===== src/rtl/nios2_nios2_mul_sequencer_if.sv =====
`default_nettype none
// ----------------------------------------------------------------------------
// nios2_nios2_mul_sequencer_if : request/response and multiplier-cell bus
// Revision: 1.0
// ----------------------------------------------------------------------------
interface nios2_nios2_mul_sequencer_if;
   logic        req_valid;
   logic        req_ready;
   logic [1:0]  req_op;
   logic [31:0] req_src1;
   logic [31:0] req_src2;
   logic [31:0] mul_src1;
   logic [31:0] mul_src2;
   logic [31:0] mul_cell_result;
   logic        rsp_valid;
   logic        rsp_ready;
   logic [31:0] rsp_result;

   modport slave (
      input  req_valid, req_op, req_src1, req_src2, mul_cell_result, rsp_ready,
      output req_ready, mul_src1, mul_src2, rsp_valid, rsp_result
   );

   modport master (
      output req_valid, req_op, req_src1, req_src2, mul_cell_result, rsp_ready,
      input  req_ready, mul_src1, mul_src2, rsp_valid, rsp_result
   );
endinterface
`default_nettype wire


===== src/rtl/nios2_nios2_mul_sequencer.sv =====
`default_nettype none
// ----------------------------------------------------------------------------
// nios2_nios2_mul_sequencer : 32x32 multiply built from four 16x16 cell passes
// Revision: 1.0
// ----------------------------------------------------------------------------
module nios2_nios2_mul_sequencer #(
   parameter int MUL_LATENCY = 1
) (
   input  wire logic                   clk,
   input  wire logic                   reset,
   nios2_nios2_mul_sequencer_if.slave  bus
);
   typedef enum logic [2:0] {
      S_IDLE    = 3'd0,
      S_ISSUE   = 3'd1,
      S_DRAIN   = 3'd2,
      S_CORRECT = 3'd3,
      S_DONE    = 3'd4
   } state_t;

   localparam logic [1:0] OP_MUL    = 2'b00;
   localparam logic [1:0] OP_MULXSU = 2'b10;
   localparam logic [1:0] OP_MULXSS = 2'b11;

   state_t      state_q;
   logic [31:0] a_q;
   logic [31:0] b_q;
   logic [1:0]  op_q;
   logic [1:0]  k_q;
   logic [2:0]  cap_cnt_q;
   logic [63:0] acc_q;
   logic [2:0]  tag_q [MUL_LATENCY];
   logic        req_ready_q;
   logic        rsp_valid_q;
   logic [31:0] rsp_result_q;
   logic [31:0] mul_src1_q;
   logic [31:0] mul_src2_q;

   logic [1:0]  k_nxt_d;
   logic [15:0] a_half_d;
   logic [15:0] b_half_d;
   logic [2:0]  tag_in_d;
   logic [2:0]  tag_out_d;
   logic [1:0]  shift_sel_d;
   logic [63:0] shifted_d;
   logic [63:0] acc_d;
   logic [31:0] corr_d;
   logic [31:0] hi_d;

   // Tag layout {valid, a_idx, b_idx}; k walks (0,0),(1,0),(0,1),(1,1).
   always_comb begin
      k_nxt_d     = k_q + 2'd1;
      a_half_d    = k_nxt_d[0] ? a_q[31:16] : a_q[15:0];
      b_half_d    = k_nxt_d[1] ? b_q[31:16] : b_q[15:0];
      tag_in_d    = (state_q == S_ISSUE) ? {1'b1, k_q[0], k_q[1]} : 3'b000;
      tag_out_d   = tag_q[MUL_LATENCY-1];
      shift_sel_d = {1'b0, tag_out_d[1]} + {1'b0, tag_out_d[0]};
      case (shift_sel_d)
         2'd0:    shifted_d = {32'h0, bus.mul_cell_result};
         2'd1:    shifted_d = {16'h0, bus.mul_cell_result, 16'h0};
         default: shifted_d = {bus.mul_cell_result, 32'h0};
      endcase
      acc_d = acc_q + shifted_d;
      case (op_q)
         OP_MULXSS: corr_d = (a_q[31] ? b_q : 32'h0) + (b_q[31] ? a_q : 32'h0);
         OP_MULXSU: corr_d = a_q[31] ? b_q : 32'h0;
         default:   corr_d = 32'h0;
      endcase
      hi_d = acc_q[63:32] - corr_d;
   end

   always_ff @(posedge clk) begin
      if (reset) begin
         state_q      <= S_IDLE;
         a_q          <= 32'h0;
         b_q          <= 32'h0;
         op_q         <= 2'b00;
         k_q          <= 2'd0;
         cap_cnt_q    <= 3'd0;
         acc_q        <= 64'h0;
         req_ready_q  <= 1'b1;
         rsp_valid_q  <= 1'b0;
         rsp_result_q <= 32'h0;
         mul_src1_q   <= 32'h0;
         mul_src2_q   <= 32'h0;
         for (int i = 0; i < MUL_LATENCY; i++) begin
            tag_q[i] <= 3'b000;
         end
      end else begin
         tag_q[0] <= tag_in_d;
         for (int i = 1; i < MUL_LATENCY; i++) begin
            tag_q[i] <= tag_q[i-1];
         end
         if (tag_out_d[2]) begin
            acc_q     <= acc_d;
            cap_cnt_q <= cap_cnt_q + 3'd1;
         end

         case (state_q)
            S_IDLE: begin
               if (bus.req_valid) begin
                  a_q         <= bus.req_src1;
                  b_q         <= bus.req_src2;
                  op_q        <= bus.req_op;
                  k_q         <= 2'd0;
                  acc_q       <= 64'h0;
                  cap_cnt_q   <= 3'd0;
                  mul_src1_q  <= {16'h0, bus.req_src1[15:0]};
                  mul_src2_q  <= {16'h0, bus.req_src2[15:0]};
                  req_ready_q <= 1'b0;
                  state_q     <= S_ISSUE;
               end
            end
            S_ISSUE: begin
               if (k_q == 2'd3) begin
                  mul_src1_q <= 32'h0;
                  mul_src2_q <= 32'h0;
                  state_q    <= S_DRAIN;
               end else begin
                  k_q        <= k_nxt_d;
                  mul_src1_q <= {16'h0, a_half_d};
                  mul_src2_q <= {16'h0, b_half_d};
               end
            end
            S_DRAIN: begin
               if (tag_out_d[2] && (cap_cnt_q == 3'd3)) begin
                  state_q <= S_CORRECT;
               end
            end
            S_CORRECT: begin
               rsp_result_q <= (op_q == OP_MUL) ? acc_q[31:0] : hi_d;
               rsp_valid_q  <= 1'b1;
               state_q      <= S_DONE;
            end
            S_DONE: begin
               if (bus.rsp_ready) begin
                  rsp_valid_q <= 1'b0;
                  req_ready_q <= 1'b1;
                  state_q     <= S_IDLE;
               end
            end
            default: begin
               state_q <= S_IDLE;
            end
         endcase
      end
   end

   assign bus.req_ready  = req_ready_q;
   assign bus.rsp_valid  = rsp_valid_q;
   assign bus.rsp_result = rsp_result_q;
   assign bus.mul_src1   = mul_src1_q;
   assign bus.mul_src2   = mul_src2_q;
endmodule
`default_nettype wire

===== src/flat_wrapper.sv =====
// flat-port wrapper written by rule: the top's interface ports become plain ports
module nios2_nios2_mul_sequencer_flat 
#(
   parameter int MUL_LATENCY = 1
)
  (clk, reset, bus_req_valid, bus_req_op, bus_req_src1, bus_req_src2, bus_mul_cell_result, bus_rsp_ready, bus_req_ready, bus_mul_src1, bus_mul_src2, bus_rsp_valid, bus_rsp_result);
  nios2_nios2_mul_sequencer_if bus_i ();
  input  wire logic clk;
  input  wire logic reset;
  input wire logic [$bits(bus_i.req_valid)-1:0] bus_req_valid;
  input wire logic [$bits(bus_i.req_op)-1:0] bus_req_op;
  input wire logic [$bits(bus_i.req_src1)-1:0] bus_req_src1;
  input wire logic [$bits(bus_i.req_src2)-1:0] bus_req_src2;
  input wire logic [$bits(bus_i.mul_cell_result)-1:0] bus_mul_cell_result;
  input wire logic [$bits(bus_i.rsp_ready)-1:0] bus_rsp_ready;
  output wire logic [$bits(bus_i.req_ready)-1:0] bus_req_ready;
  output wire logic [$bits(bus_i.mul_src1)-1:0] bus_mul_src1;
  output wire logic [$bits(bus_i.mul_src2)-1:0] bus_mul_src2;
  output wire logic [$bits(bus_i.rsp_valid)-1:0] bus_rsp_valid;
  output wire logic [$bits(bus_i.rsp_result)-1:0] bus_rsp_result;
  assign bus_i.req_valid = bus_req_valid;
  assign bus_i.req_op = bus_req_op;
  assign bus_i.req_src1 = bus_req_src1;
  assign bus_i.req_src2 = bus_req_src2;
  assign bus_i.mul_cell_result = bus_mul_cell_result;
  assign bus_i.rsp_ready = bus_rsp_ready;
  assign bus_req_ready = bus_i.req_ready;
  assign bus_mul_src1 = bus_i.mul_src1;
  assign bus_mul_src2 = bus_i.mul_src2;
  assign bus_rsp_valid = bus_i.rsp_valid;
  assign bus_rsp_result = bus_i.rsp_result;
  nios2_nios2_mul_sequencer #(.MUL_LATENCY(MUL_LATENCY)) u_core (.clk(clk), .reset(reset), .bus(bus_i));
endmodule

===== config.mk =====
export PLATFORM = sky130hd
export DESIGN_NAME = nios2_nios2_mul_sequencer_flat
export DESIGN_NICKNAME = d
export VERILOG_FILES = /design/src/rtl/nios2_nios2_mul_sequencer_if.sv /design/src/rtl/nios2_nios2_mul_sequencer.sv /design/src/flat_wrapper.sv
export SDC_FILE = /design/constraint.sdc
export NUM_CORES = 1
export LEC_CHECK = 0
export BUFFER_PORTS_ARGS = -buffer_cell sky130_fd_sc_hd__buf_2
export CORE_MARGIN = 1
export CORE_UTILIZATION = 30
export DETAILED_ROUTE_END_ITERATION = 8
export SLEW_MARGIN = 20
export SYNTH_ARGS = -nofsm -noshare
export SYNTH_HDL_FRONTEND = slang
export SYNTH_SLANG_ARGS = --single-unit

===== constraint.sdc =====
create_clock -name clk -period 5.7 [get_ports clk]
set_input_delay 0.285 -clock clk [delete_from_list [all_inputs] [get_ports clk]]
set_output_delay 0.285 -clock clk [all_outputs]
set_load 0.01 [all_outputs]

==> flow_summary_export.csv, run 1 <==
group,metric,value,unit
outcome,status,"complete, no violations",
sta,tightest_slew,0.947,ns
critical_path,arrival,5.62,ns
clocking,post_cts_buffers,0,
sta,hold_viol,0,
floorplan,die-area,0.0554,mm2
placed_design,dp_hpwl,45.3,mm
clocking,clock_path_buffers,3,
drt,first_iter_violations,1177,
floorplan,fp-row-count,85,
drt,viasPerCell,5.41,
critical_path,path_cells,"and2_1 > ha_1 > inv_1 > fa_1 > nor2b_1 > o21ai_0 > a21boi_1 > buf_4 > o21a_1 > o21a_1 > nor2_1 > xnor2_1 > a22oi_1 > ha_1 > nand2_1 > nor2_1 > o41ai_1 > o211ai_1 > a21o_1 > and2_1 > a41o_1 > nand3_1 > nor4bb_1 > a211o_1",
sta,skew,0.0122,ns
clocking,cts_buffers,25,
yosys,ys_async_sr_fraction,0,
finish,n_antenna_cell,0,
sta,setup_violations,0,
placed_design,pre_cts_slack,0.460,ns
yosys,synth-edff-count,0,
yosys,synth_area_leader_cell,"dfxtp_1",
critical_path,critPathMaxFanout,19,
drt,via_count,16185,
global_route,grt_pass1_vias,15238,
clocking,htreeDepth,1,
critical_path,crit_family,"compound AO/OA/AOI/OAI gates",
global_route,antenna_found_initial,3,
sta,slew_violations,0,
global_route,grt_pass1_wl,88.2,mm
sta,whs,0.0122,ns
sta,timing.fmax,195,MHz
sta,max_slew_margin,0.368,
clocking,clock-sinks,207,
yosys,synth.most_common_cell,"nand2_1",
floorplan,num_io_pins,200,
yosys,synth_top_area_share,0.254,
sta,setup-tns-final,0,ns
drt,post_drt_wl_per_cell,19.4,um
critical_path,end_kind,"flop",
yosys,netlist_top_cells_count,"nand2_1 (304), a21oi_1 (262), dfxtp_1 (207)",
yosys,synth_seq_cells,207,
drt,drcViolationCount,0,
drt,drt_wl_total,58.0,mm
critical_path,r2r_slack,0.57,ns
floorplan,core,0.0538,mm2
placed_design,port_buffers,167,
critical_path,crit_path_start_kind,"flop",
floorplan,start_util,0.303,
global_route,grt.total_usage,0.203,
clocking,clkLatencyLatePin,0.55,ns
placed_design,dpl-instance-area,0.0177,mm2
critical_path,required,6.19,ns
sta,finalCriticalPeriod,5.13,ns
yosys,ys_seq_area_frac,0.254,
yosys,synth_warnings,0,
yosys,syn-mean-instance-area,7.61,um2
clocking,clk_pin_slew,0.06,ns
sta,worst_slack,0.572,ns
yosys,synth_area_leaders,"dfxtp_1 (25%), ha_1 (10%), a21oi_1 (8.0%), nand2_1 (7.0%), nor2_1 (4.0%)",
finish,fin_area,0.0188,mm2
critical_path,critPathSlowestCell,"dfxtp_2",
finish,drive_above_1_share,0.131,
power,total_power,3.75,mW
critical_path,slowest_delay,0.48,ns
global_route,overflow,0,
clocking,cts_root_buf,"clkbuf_16",
critical_path,crit_type,"flop to flop",
clocking,cts_tree,"built",
finish,areaGrowthSynthToFinish,15.2,%
power,cellLeakagePower,8.32,nW
power,ir_drop,0.000179,V
yosys,synth-main-ff-cell,"dfxtp_1",
sta,rsz0062_at_grt,"no",
yosys,synth_area,0.0163,mm2
floorplan,die_h,235,um
finish,fin_nets,2519,
yosys,syn_inst,2146,
drt,firstDrtPassIters,5,
yosys,synthDistinctLibCells,83,
critical_path,cp_num_buf_inv,2,
global_route,grt_max_degree,82,
hold_path,holdCritPathClass,"input port to flop",
sta,min_period_over_period,0.900,
power,power_density,199,mW/mm2
job,cap_violations,0,
placed_design,place_congestion,0.964,
drt,ant_nets,0,
floorplan,die_w,235,um
==> worst min-delay path: stages <==
cell,delay [ns]
buf_2,0.10
nand2_1,0.07
a21oi_1,0.06
==> cell type report <==
cell class / count / area [um2]
clock buffer: 32 / 672
clock inverter: 12 / 93.8
fill: 5728 / 35000
inverter: 32 / 120
multi-input combinational: 1782 / 11500
sequential: 207 / 4150
tap: 696 / 871
timing repair buffer: 231 / 1410
==> routing by layer <==
| metal | up-vias | track usage | share of wire |
|---|---|---|---|
| li1 | 7905 | - | - |
| met1 | 7596 | 0.270 | 0.45 |
| met2 | 573 | 0.319 | 0.43 |
| met3 | 111 | 0.0415 | 0.077 |
| met4 | 0 | 0.0792 | 0.042 |
| met5 | - | 0 | 0 |
==> cell usage in the layout (no fill, tap or decap), types with 33 or more instances in the layout <==
| cell type | instances |
|---|---|
| nand3_1 | 33 |
| xnor2_1 | 67 |
| o21ai_0 | 102 |
| and3_1 | 33 |
| a21o_1 | 62 |
| dlygate4sd3_1 | 37 |
| and2_1 | 100 |
| ha_1 | 135 |
| mux2i_1 | 45 |
| a21oi_1 | 262 |
| nor2_1 | 170 |
| a211oi_1 | 35 |
| xor2_1 | 37 |
| buf_2 | 166 |
| nand2_1 | 304 |
| dfxtp_1 | 205 |
==> cells by family (layout without fill, tap and decap cells) <==
kind of cell	Yosys count	after routing	synth area share
other	1	32	0.000230
buffers and inverters	188	307	0.0513
xor gates and xnor gates	104	104	0.0558
muxes	77	77	0.0496
and+or+nand+nor	760	760	0.217
adders and majority gates	138	138	0.107
DFF	207	207	0.254
AOI/OAI and AO/OA	671	671	0.266
==> what timing repair did <==
item                                    in CTS  in global routing
resized for setup                            0                  1
endpoints found under the setup margin       0                  3
hold buffers                                37                  0
endpoints found under the hold margin       37                  0
==> state kept, by name (all words and copies together), names as in the netlist, 16 cells and up <==
signal                 cells
u_core.a_q                32
u_core.bus.mul_src1       16
u_core.b_q                32
u_core.bus.rsp_result     32
u_core.bus.mul_src2       16
u_core.acc_q              64
==> power breakdown <==
group	leakage (nW)	switching [mW]	internal, mW
logic	6.26	0.377	0.241
clock network	0.379	0.677	0.876
registers	1.69	0.0720	1.50
total	8.32	1.13	2.62
==> path summary, 6_finish.rpt <==
kind | from | endpoint | depth (start not counted)
hold reg to reg | u_core.a_q[26]$_SDFFE_PP0P_ | u_core.a_q[26]$_SDFFE_PP0P_ | 2
setup reg to reg | u_core.b_q[31]$_SDFFE_PP0P_ | u_core.bus.rsp_result[31]$_SDFFE_PP0P_ | 24
hold / removal | bus_req_src2[26] | u_core.b_q[26]$_SDFFE_PP0P_ | 3
setup / recovery | u_core.b_q[31]$_SDFFE_PP0P_ | u_core.bus.rsp_result[31]$_SDFFE_PP0P_ | 24
==> metrics by stage <==
| stage | util | std cells |
|---|---|---|
| after floorplan | - | 2177 |
| after global placement | 0.328 | 2911 |
| after detailed placement | 0.328 | 2911 |
| after CTS | 0.350 | 2992 |
| after global routing | 0.350 | 2992 |
| final | 0.350 | 2992 |
(Power assumes the default switching activity.)
==> run 2: changes to the inputs <==
--- a/config.mk
+++ b/config.mk
@@ -5,10 +5,11 @@
 export SDC_FILE = /design/constraint.sdc
 export NUM_CORES = 1
 export LEC_CHECK = 0
-export BUFFER_PORTS_ARGS = -buffer_cell sky130_fd_sc_hd__buf_2
 export CORE_MARGIN = 1
 export CORE_UTILIZATION = 30
+export CTS_CLUSTER_DIAMETER = 40
 export DETAILED_ROUTE_END_ITERATION = 8
+export DONT_BUFFER_PORTS = 1
 export SLEW_MARGIN = 20
 export SYNTH_ARGS = -nofsm -noshare
 export SYNTH_HDL_FRONTEND = slang
==> run 2 against run 1 <==
Clock power grew 48%; setup slack lost 0.062 ns; critical endpoint is now u_core.bus.rsp_result[26]$_SDFFE_PP0P_; global-route usage grew 0.26 points; die area is the same; wire length grew 1.3%; first-iteration DRC count grew 15%; via count shrank 1.6%; final cell count shrank 3.7%.
==> flow_summary_export.csv, run 2 (same netlist as run 1, synthesis figures left out) <==
group,metric,value,unit
drt,drcViolationCount,0,
global_route,overflow,0,
sta,tightest_slew,1.01,ns
drt,ant_nets,0,
sta,timing.fmax,193,MHz
hold_path,min_to,"u_core.bus.rsp_valid$_SDFFE_PP0P_",
floorplan,core,0.0538,mm2
critical_path,arrival,5.65,ns
clocking,clkLatencyLatePin,0.56,ns
critical_path,critPathSlowestCell,"dfxtp_1",
critical_path,rr_startpoint,"u_core.a_q[31]$_SDFFE_PP0P_",
placed_design,dpl-instance-area,0.0168,mm2
floorplan,die_w,235,um
finish,finalNonFillerCells,2881,
global_route,grt_pass1_vias,14947,
drt,via_count,15926,
clocking,htreeDepth,2,
power,power_density,237,mW/mm2
finish,areaGrowthSynthToFinish,15.3,%
critical_path,slowest_delay,0.44,ns
clocking,cts_buffers,38,
global_route,grt_max_degree,132,
hold_path,hp-start,"bus_rsp_ready",
placed_design,place_congestion,0.947,
sta,max_slew_margin,0.329,
critical_path,r2r.worst_path.cells,24,
drt,post_drt_wl_per_cell,20.4,um
sta,rsz0062_at_grt,"no",
critical_path,crit_family,"compound AO/OA/AOI/OAI gates",
critical_path,crit_path_start_kind,"flop",
critical_path,end_kind,"flop",
global_route,grt_pass1_wl,88.6,mm
finish,layout_commonest_cell,"nand2_1",
sta,setup-tns-final,0,ns
sta,setup_violations,0,
critical_path,crit_start,"u_core.a_q[31]$_SDFFE_PP0P_",
drt,viasPerCell,5.53,
drt,drt_wl_total,58.8,mm
placed_design,port_buffers,0,
drt,first_iter_violations,1355,
critical_path,cp_num_buf_inv,1,
critical_path,required,6.16,ns
sta,min_period_over_period,0.910,
outcome,status,"complete, no violations",
floorplan,fp-row-count,85,
job,cap_violations,0,
global_route,grt.total_usage,0.205,
clocking,post_cts_buffers,0,
hold_path,holdCritPathClass,"input port to flop",
placed_design,dp_hpwl,45.3,mm
critical_path,rr_endpoint,"u_core.bus.rsp_result[26]$_SDFFE_PP0P_",
critical_path,crit_type,"flop to flop",
sta,slew_violations,0,
floorplan,start_util,0.303,
sta,skew,0.0363,ns
critical_path,r2r_slack,0.51,ns
sta,finalCriticalPeriod,5.19,ns
floorplan,die_h,235,um
finish,largest_reg_flops,64,
finish,fin_nets,2395,
clocking,cts_root_buf,"clkbuf_16",
sta,hold_viol,0,
clocking,clk_pin_slew,0.06,ns
finish,drive_above_1_share,0.0733,
critical_path,critPathMaxFanout,9,
finish,final.fill_count,5706,
power,total_power,4.45,mW
drt,firstDrtPassIters,5,
power,cellLeakagePower,7.95,nW
global_route,antenna_found_initial,3,
clocking,cts_tree,"built",
finish,layout_common_cells,"nand2_1 (304), a21oi_1 (262), dfxtp_1 (205)",
finish,finish.utilization,0.350,
clocking,clock-sinks,207,
placed_design,dp.cells,2743,
finish,regMostFlops,"u_core.acc_q",
floorplan,num_io_pins,200,
finish,fin_area,0.0188,mm2
power,ir_drop,0.000304,V
hold_path,whs_path_depth,3,
clocking,clock_path_buffers,3,
floorplan,die-area,0.0554,mm2
critical_path,path_cells,"and2_1 > ha_1 > inv_1 > fa_1 > nor2b_1 > o21ai_0 > a21boi_2 > o211ai_1 > a21boi_0 > o21ai_0 > nand2b_1 > a21oi_1 > mux2i_1 > nor2_1 > ha_1 > or2_2 > a21oi_1 > a21o_1 > o31ai_4 > a221oi_4 > o211ai_2 > xnor2_1 > or3_1 > a31oi_1",
## run 2: tightest hold or removal path: cells and delay by family
kind             cells  cell delay [ns]
AO/OA/AOI/OAI        1             0.14
AND/OR/NAND/NOR      2             0.11
## run 2: layer usage
metal / vias to the layer above / global-route usage / share of wire
li1: 7686 / - / -
met1: 7596 / 0.278 / 0.45
met2: 550 / 0.322 / 0.44
met3: 94 / 0.0464 / 0.078
met4: 0 / 0.0626 / 0.029
met5: - / 0 / 0
## run 2: layout make-up
| type | instances | area (um2) | area share |
|---|---|---|---|
| Sequential cell | 207 | 4150 | 0.220 |
| Timing Repair Buffer | 94 | 893 | 0.0475 |
| Antenna cell | 1 | 2.50 | 0.000133 |
| Inverter | 32 | 120 | 0.00638 |
| Clock inverter | 22 | 223 | 0.0118 |
| Clock buffer | 47 | 1070 | 0.0568 |
| Multi-Input combinational cell | 1782 | 11500 | 0.611 |
| Tap cell | 696 | 871 | 0.0463 |
## run 2: worst max-delay path by stage
stage                                        endpoint  slack, ns  depth (start not counted)
2_1_floorplan  u_core.bus.rsp_result[26]$_SDFFE_PP0P_       0.91                         25
3_3_place_gp   u_core.bus.rsp_result[26]$_SDFFE_PP0P_       0.54                         24
3_5_place_dp   u_core.bus.rsp_result[26]$_SDFFE_PP0P_       0.46                         24
4_1_cts        u_core.bus.rsp_result[26]$_SDFFE_PP0P_       0.41                         24
5_1_grt        u_core.bus.rsp_result[26]$_SDFFE_PP0P_       0.05                         24
6_report       u_core.bus.rsp_result[26]$_SDFFE_PP0P_       0.51                         24
## run 2: stage by stage
step           hold WS [ns]  worst slack (ns)
4_1_cts              0.0374             0.413
6_report             0.0652             0.510
3_5_place_dp          0.367             0.462
5_1_grt              0.0717            0.0491
2_1_floorplan         0.421             0.912
3_3_place_gp          0.366             0.540
## run 2: power breakdown
group | leakage [nW] | internal, mW | switching, mW | total (mW)
Clock | 0.629 | 1.44 | 0.858 | 2.30
Combinational | 5.64 | 0.223 | 0.341 | 0.563
Sequential | 1.69 | 1.51 | 0.0797 | 1.59
Total | 7.95 | 3.17 | 1.28 | 4.45
## run 2: what timing repair did
action / 4_1_cts / 5_1_grt
resized for setup: 0 / 2
endpoints found under the hold margin: 132 / 0
hold buffers: 68 / 0
setup endpoints to repair: 0 / 4
